File: config.mk
export PLATFORM = sky130hd
export DESIGN_NAME = bt656_capture_ctrl
export DESIGN_NICKNAME = d
export VERILOG_FILES = /design/src/rtl/bt656_capture_ctrl.sv
export SDC_FILE = /design/constraint.sdc
export NUM_CORES = 1
export LEC_CHECK = 0
export CORE_MARGIN = 5
export CORE_UTILIZATION = 49
export CTS_CLUSTER_DIAMETER = 60
export CTS_CLUSTER_SIZE = 12
export DETAILED_ROUTE_END_ITERATION = 12
export PLACE_DENSITY = 0.76
export SLEW_MARGIN = 20
export SYNTH_ARGS = -nofsm -noshare
export SYNTH_HDL_FRONTEND = slang
export SYNTH_SLANG_ARGS = --single-unit
File: constraint.sdc
create_clock -name bt656_clk -period 2.6 [get_ports bt656_clk]
set_clock_uncertainty 0.05 [all_clocks]
set_input_delay 0.26 -clock bt656_clk [delete_from_list [all_inputs] [get_ports bt656_clk]]
set_output_delay 0.26 -clock bt656_clk [all_outputs]
set_load 0.01 [all_outputs]
File: src/rtl/bt656_capture_ctrl.sv
// Per-frame capture sequencer for decoded BT.656 video: field select, window crop,
// write request/ack handshake and four-deep frame-buffer index rotation.
module bt656_capture_ctrl #(
  parameter int unsigned H_START   = 7,
  parameter int unsigned H_ACTIVE  = 480,
  parameter int unsigned V_START   = 0,
  parameter int unsigned V_ACTIVE  = 272,
  parameter bit          FIELD_SEL = 1'b0,
  parameter int unsigned CNT_W     = 11
) (
  input  logic        bt656_clk,
  input  logic        rst_n,
  input  logic        vid_h,
  input  logic        vid_v,
  input  logic        vid_f,
  input  logic [15:0] pix_rgb,
  output logic        write_req,
  input  logic        write_req_ack,
  output logic        write_en,
  output logic [15:0] write_data,
  output logic [1:0]  write_addr_index,
  output logic [1:0]  read_addr_index,
  output logic [15:0] frames_done,
  output logic [7:0]  frames_dropped
);

  localparam int unsigned FRAME_PIX = H_ACTIVE * V_ACTIVE;
  localparam int unsigned PIX_W     = $clog2(FRAME_PIX + 1);

  localparam logic [CNT_W-1:0] CNT_MAX = '1;
  localparam logic [CNT_W-1:0] H_LO    = CNT_W'(H_START);
  localparam logic [CNT_W-1:0] H_HI    = CNT_W'(H_START + H_ACTIVE);
  localparam logic [CNT_W-1:0] V_LO    = CNT_W'(V_START + 1);
  localparam logic [CNT_W-1:0] V_HI    = CNT_W'(V_START + V_ACTIVE);
  localparam logic [PIX_W-1:0] PIX_MAX = '1;
  localparam logic [PIX_W-1:0] PIX_END = PIX_W'(FRAME_PIX);

  typedef enum logic [1:0] {StIdle, StReq, StArmed, StActive} state_e;

  state_e             state_q, state_d;
  logic               h_d_q, v_d_q;
  logic [CNT_W-1:0]   hcnt_q, hcnt_d;
  logic [CNT_W-1:0]   vcnt_q, vcnt_d;
  logic [PIX_W-1:0]   pix_cnt_q, pix_cnt_d;
  logic               write_req_q, write_req_d;
  logic               write_en_q, write_en_d;
  logic [15:0]        write_data_q, write_data_d;
  logic [1:0]         widx_q, widx_d;
  logic [1:0]         ridx_q, ridx_d;
  logic [15:0]        done_q, done_d;
  logic [7:0]         drop_q, drop_d;

  logic v_rise, v_fall, h_fall, field_match, in_window;
  logic [7:0] drop_inc;

  assign v_rise      = vid_v & ~v_d_q;
  assign v_fall      = ~vid_v & v_d_q;
  assign h_fall      = ~vid_h & h_d_q;
  assign field_match = v_fall & (vid_f == FIELD_SEL);
  assign drop_inc    = (drop_q != 8'hFF) ? drop_q + 8'd1 : drop_q;

  // Blanking flags gate the window too, so a line cut short by vid_h stops writing at once.
  assign in_window = ~vid_h & ~vid_v &
                     (hcnt_q >= H_LO) & (hcnt_q < H_HI) &
                     (vcnt_q >= V_LO) & (vcnt_q <= V_HI);

  always_comb begin
    hcnt_d = hcnt_q;
    if (vid_h || vid_v) begin
      hcnt_d = '0;
    end else if (hcnt_q != CNT_MAX) begin
      hcnt_d = hcnt_q + 1'b1;
    end
  end

  always_comb begin
    vcnt_d = vcnt_q;
    if (v_fall) begin
      vcnt_d = '0;
    end else if (h_fall && !vid_v && (vcnt_q != CNT_MAX)) begin
      vcnt_d = vcnt_q + 1'b1;
    end
  end

  always_comb begin
    state_d      = state_q;
    write_req_d  = write_req_q;
    write_en_d   = 1'b0;
    write_data_d = write_data_q;
    pix_cnt_d    = pix_cnt_q;
    widx_d       = widx_q;
    ridx_d       = ridx_q;
    done_d       = done_q;
    drop_d       = drop_q;
    unique case (state_q)
      StIdle: begin
        if (v_rise) begin
          state_d     = StReq;
          write_req_d = 1'b1;
        end
      end
      StReq: begin
        // Ack beats a simultaneous field start: the field is skipped, not counted as dropped.
        if (write_req_ack) begin
          write_req_d = 1'b0;
          state_d     = StArmed;
        end else if (field_match) begin
          drop_d = drop_inc;
        end
      end
      StArmed: begin
        if (field_match) begin
          state_d   = StActive;
          pix_cnt_d = '0;
        end
      end
      StActive: begin
        if (in_window) begin
          write_en_d   = 1'b1;
          write_data_d = pix_rgb;
          if (pix_cnt_q != PIX_MAX) begin
            pix_cnt_d = pix_cnt_q + 1'b1;
          end
        end
        if (v_rise) begin
          state_d     = StReq;
          write_req_d = 1'b1;
          if (pix_cnt_q == PIX_END) begin
            widx_d = widx_q + 2'd1;
            ridx_d = widx_q;
            done_d = done_q + 16'd1;
          end else begin
            drop_d = drop_inc;
          end
        end
      end
      default: state_d = StIdle;
    endcase
  end

  always_ff @(posedge bt656_clk or negedge rst_n) begin
    if (!rst_n) begin
      state_q      <= StIdle;
      h_d_q        <= 1'b1;
      v_d_q        <= 1'b1;
      hcnt_q       <= '0;
      vcnt_q       <= '0;
      pix_cnt_q    <= '0;
      write_req_q  <= 1'b0;
      write_en_q   <= 1'b0;
      write_data_q <= '0;
      widx_q       <= '0;
      ridx_q       <= '0;
      done_q       <= '0;
      drop_q       <= '0;
    end else begin
      state_q      <= state_d;
      h_d_q        <= vid_h;
      v_d_q        <= vid_v;
      hcnt_q       <= hcnt_d;
      vcnt_q       <= vcnt_d;
      pix_cnt_q    <= pix_cnt_d;
      write_req_q  <= write_req_d;
      write_en_q   <= write_en_d;
      write_data_q <= write_data_d;
      widx_q       <= widx_d;
      ridx_q       <= ridx_d;
      done_q       <= done_d;
      drop_q       <= drop_d;
    end
  end

  assign write_req        = write_req_q;
  assign write_en         = write_en_q;
  assign write_data       = write_data_q;
  assign write_addr_index = widx_q;
  assign read_addr_index  = ridx_q;
  assign frames_done      = done_q;
  assign frames_dropped   = drop_q;

endmodule
[Yosys cells after proc, flatten, opt, wreduce, memory -nomap -nowiden]
Index checks and enable logic that the tools add are counted.
Storage, ports and cells
  bits in registers: 89
  logic and storage cells: 93
Cells by class
  add/subtract/negate cells: 6
  magnitude comparators: 4
  equality and inequality tests: 17
  multiplexer cells: 23
  bitwise operators: 13
  reduce and logical (&&, ||, !) cells: 17
Operators with widths (count)
  17-bit 2-to-1 mux: 3
  11-bit 2-to-1 mux: 4
  8-bit 2-to-1 mux: 5
  17-bit case mux with 2 select lines: 1
  11-bit by 1-bit adder with 11-bit output (second input constant): 2
  11-bit != test (second input constant): 2
  17-bit by 1-bit adder with 17-bit output (second input constant): 1
  17-bit equality test (second input constant): 1
  17-bit != test (second input constant): 1
  16-bit by 1-bit adder with 16-bit output (second input constant): 1
  2-bit != test (second input constant): 8
  8-bit case mux with 2 select lines: 1
  11-bit by 1-bit greater-or-equal comparator with 1-bit output (second input constant): 1
  11-bit by 3-bit greater-or-equal comparator with 1-bit output (second input constant): 1
  11-bit by 9-bit less-or-equal comparator with 1-bit output (second input constant): 1
  11-bit by 9-bit less-than comparator with 1-bit output (second input constant): 1
  2-bit nonzero test: 5
  1-bit bitwise AND: 9
  3-bit AND reduction: 3
  8-bit by 1-bit adder with 8-bit output (second input constant): 1
  8-bit != test (second input constant): 1
  2-bit 2-to-1 mux: 3
  2-bit case mux with 3 select lines: 1
  5-bit AND reduction: 1
  other kinds (14): 22

[Depth between registers and ports, before layout]
  depth in word-level cells: 8
  depth in mapped cells: 10
  mapped depth without buffers: 9

[Worst setup path after synthesis]
No wires, ideal clock.
  path kind: register -> register
  start point: register pix_cnt_q[0]
  end point: register pix_cnt_q[14]
  arrival: 2.296 ns
  required time: 2.472 ns
  slack: 0.176 ns
  stages on the path, launching flop included: 11
  period minus slack after synthesis: 2.424 ns
  path through: dfrtp_1 > ha_1 > nand3_1 > nor4_1 > ha_1 > and2_1 > a211oi_4 > nand2_2 > buf_6 > or4_1 > a21oi_1
Between the ends
  cells in the longest elaborated chain, start to end: 4
  elaborated cells between the ends (all ways): 7
Ends and longest elaborated chain
  start, declared: RTL line 44  | logic [PIX_W-1:0] pix_cnt_q, pix_cnt_d;
  start signal, assigned: RTL line 162  | pix_cnt_q <= pix_cnt_d;
  17-bit by 1-bit adder with 17-bit output: RTL line 122  | pix_cnt_d = pix_cnt_q + 1'b1;
  17-bit 2-to-1 mux: RTL line 121  | if (pix_cnt_q != PIX_MAX) begin
  17-bit 2-to-1 mux: RTL line 118  | if (in_window) begin
  17-bit case mux with 2 select lines: RTL line 95  | unique case (state_q)
Parallel ways exist; a longest one is shown, timed or not. The select of a mux whose other input is x is not followed.
A chain may end at the register's enable or synchronous reset.

[Worst setup path after layout]
  start point: register pix_cnt_q[0]
  end point: register pix_cnt_q[5]
Same word-level chain as after synthesis.

==> qor.txt <==
YS warnings - 0
Vias/cell - 5.754
sequential power share - 50.0%
Cell Area, Synth - 4438 µm²
Switching Power - 0.9566 mW
hold worst-path end - h_d_q
Crit-path slowest cell - or4_1
Post-CTS Setup Bufs - 0
DIE AREA - 11060 µm²
layout cells sized above 1 - 12.75%
# DRC - 0
row count - 34
Cells after Synth - 425
Hold Path Class - input port to flip-flop
Critical R2R Capture - pix_cnt_q[5]
slew of the pin with the lowest slew margin - 0.6514 ns
total chip power - 3.104 mW
Final Hold Fails - 0
Post-synth EDFFs - 0
clock power share - 28.8%
Hold Crit Depth - 1
Final min period - 2.426 ns
largest cells by area after synthesis - dfrtp_1 49%, xnor2_1 4.5%, mux2_2 4.3%, ha_1 3.7%, nand4_1 3.7%
Critical Path RT - 2.83 ns
Root Driver - clkbuf_8
post-synthesis cell type count - 51
Core ar. - 8763 µm²
net count after synthesis - 460
Net Sw Frac - 30.82%
cell internal pwr - 2.147 mW
status - completed
final setup vio count - 0
wire length per cell - 15.58 µm
period utilisation layout - 93.32%
gr usage total - 18.09%
Pleak - 2.381 nW
Max stage delay on crit path - 0.48 ns
drt first pass iters - 4
Detail Route Antenna Nets - 0
CTS Buf Count - 9
setup TNS - 0 ns
nets@finish - 540
R2R setup slack - 0.17 ns
Worst R2R Start - pix_cnt_q[0]
WS Path Type - flip-flop to flip-flop
Final WS setup - 0.1736 ns
pre-CTS WS - 0.1196 ns
worst relative slew slack - 56.50%
HP Start - vid_h
most common cell after layout, fill and taps aside - dfrtp_1
largest net degree at the start of global routing - 52
Synth Flop Type - dfrtp_1
WP data arrival - 2.66 ns
Setup crit end kind - flip-flop
crit-path max FO - 11
die span in x - 105.2 µm
Critical Path Start Type - flip-flop
Worst-path clk slew - 0.09 ns
Crit path buffers/inverters - 0
crit-path cells - ha_1 > nand3_1 > nor4_1 > ha_1 > and2_1 > a211oi_4 > nand2_4 > or4_1 > a21oi_1
cell family with most CP delay - simple AND/OR/NAND/NOR gates
htree depth - 3
Antenna Diode Count - 0
Detailed Place HPWL - 6.927 mm
first-pass GRT wire length - 16.84 mm
DRT Wirelength - 9.630 mm
Final Max Tran Viols - 0
number of global-route vias before repair - 3589
logic gate share of total power - 21.2%
initial antenna violation count - 0
achievable clock frequency - 412.1 MHz
R2R cell count - 9
Avg Inst Size Synth - 10.44 µm²
power per cell area - 561.1 nW/µm²
grt ovf - 0
flop and latch count out of synthesis - 89
maxcap violations - 0
asr flop ratio synth - 100.0%
post-synth top area share - 49.06%
peak supply drop - 0.0004741 V
routed vias - 3556
cell taking the most area after synthesis - dfrtp_1
leading cell types in the layout, fill and taps excluded - 87 x dfrtp_1, 66 x clkdlybuf4s50_1, 38 x nand2_1, 30 x nor2_1, 26 x nand4_1
Starting Density - 50.64%
Crit path top cell by count - ha_1
CTS tree - yes
PortBufs - 67
CP Launch Point - pix_cnt_q[0]
RSZ-0062 raised after global routing - false
largest buffer count on any clock path - 2
gp weighted congestion - 0.8587
DR iter-0 viols - 246
CTS Sinks - 89
# IOs - 68
later-pin clock latency in the skew report - 0.36 ns
final core utilization - 63.12%
die extent in y - 105.2 µm
post-synthesis sequential area ratio - 50.24%
P&R area growth vs syn - 24.64%
-- cell type report --
cell class,instances,area [µm²]
multi-input combinational,316,2150
timing repair buffer,81,800.8
fill,719,3232
clock inverter,6,48.80
inverter,8,30.03
clock buffer,10,137.6
sequential,89,2230
tap,108,135.1
-- registers in the layout (all words and copies together) (netlist names) --
name and cells:
pix_cnt_q 17, frames_done 16, write_data 16, hcnt_q 11, vcnt_q 11, frames_dropped 8
read_addr_index 2, state_q 2, write_addr_index 2, h_d_q 1, v_d_q 1, write_en 1
write_req 1
-- through the flow --
stage	area (µm²)	hold WS [ns]	std cells
global placement	5323	0.2785	601
floorplan	4438	-0.08559	425
detailed placement	5323	0.2823	601
global route	5532	0.3131	618
finish	5532	0.3116	618
CTS	5519	0.3014	618
-- cells in the mapped netlist (3+ instances only) --
library cell	instances
or4_1	9
nor2_1	30
or3_1	12
and4_1	6
a21oi_1	23
and2_1	3
nand4_1	26
o21ai_0	14
inv_1	8
nand2_1	38
o31ai_1	8
xor2_1	13
clkbuf_1	8
xnor2_1	23
nor4_1	8
buf_2	3
mux2_2	17
dfrtp_1	87
ha_1	13
nor3_1	9
nand2b_1	5
and3_1	8
nand3_1	19
mux2i_1	3
-- metal layers --
layer	up-vias	share of wire [%]	track usage [%]
met4	0	1.3	6.393
met3	11	6.7	5.610
li1	1721	-	-
met2	94	47	28.37
met1	1730	45	23.73
met5	-	0	0
-- logic make-up (layout without fill, tap and decap cells) --
| kind of cell | count (synthesis) | in the layout | share of synthesized area [%] |
|---|---|---|---|
| AO/OA/AOI/OAI | 60 | 60 | 8.825 |
| adder cells (fa/ha/maj) | 13 | 13 | 3.665 |
| multiplexers | 20 | 20 | 4.990 |
| buffers and inverters | 20 | 105 | 1.945 |
| flip-flops | 89 | 89 | 50.24 |
| XOR/XNOR | 36 | 36 | 7.105 |
| AND/OR/NAND/NOR | 187 | 187 | 23.23 |
-- worst max path at each step --
stage,endpoint,slack [ns],cells past startpoint
CTS,pix_cnt_q[5],0.09,9
detailed placement,pix_cnt_q[5],0.12,9
global placement,pix_cnt_q[5],0.23,6
global route,pix_cnt_q[5],0.003,9
floorplan,pix_cnt_q[14],0.18,10
finish,pix_cnt_q[5],0.17,9
-- power groups by stage --
stage               logic (mW)  clock network (mW)  registers, mW
detailed placement       0.645                   0           1.58
finish                   0.657               0.895           1.55
global placement         0.615                   0           1.57
CTS                      0.649               0.922           1.55
global route             0.729               0.984           1.57
floorplan                0.359                   0           1.59
-- timing repair --
action / CTS / global route
hold buffers: 1 / 0
setup endpoints to repair: 0 / 8
hold endpoints to repair: 50 / 0
gates resized for setup: 0 / 1
Note: power is estimated with default switching activity, not from simulation.
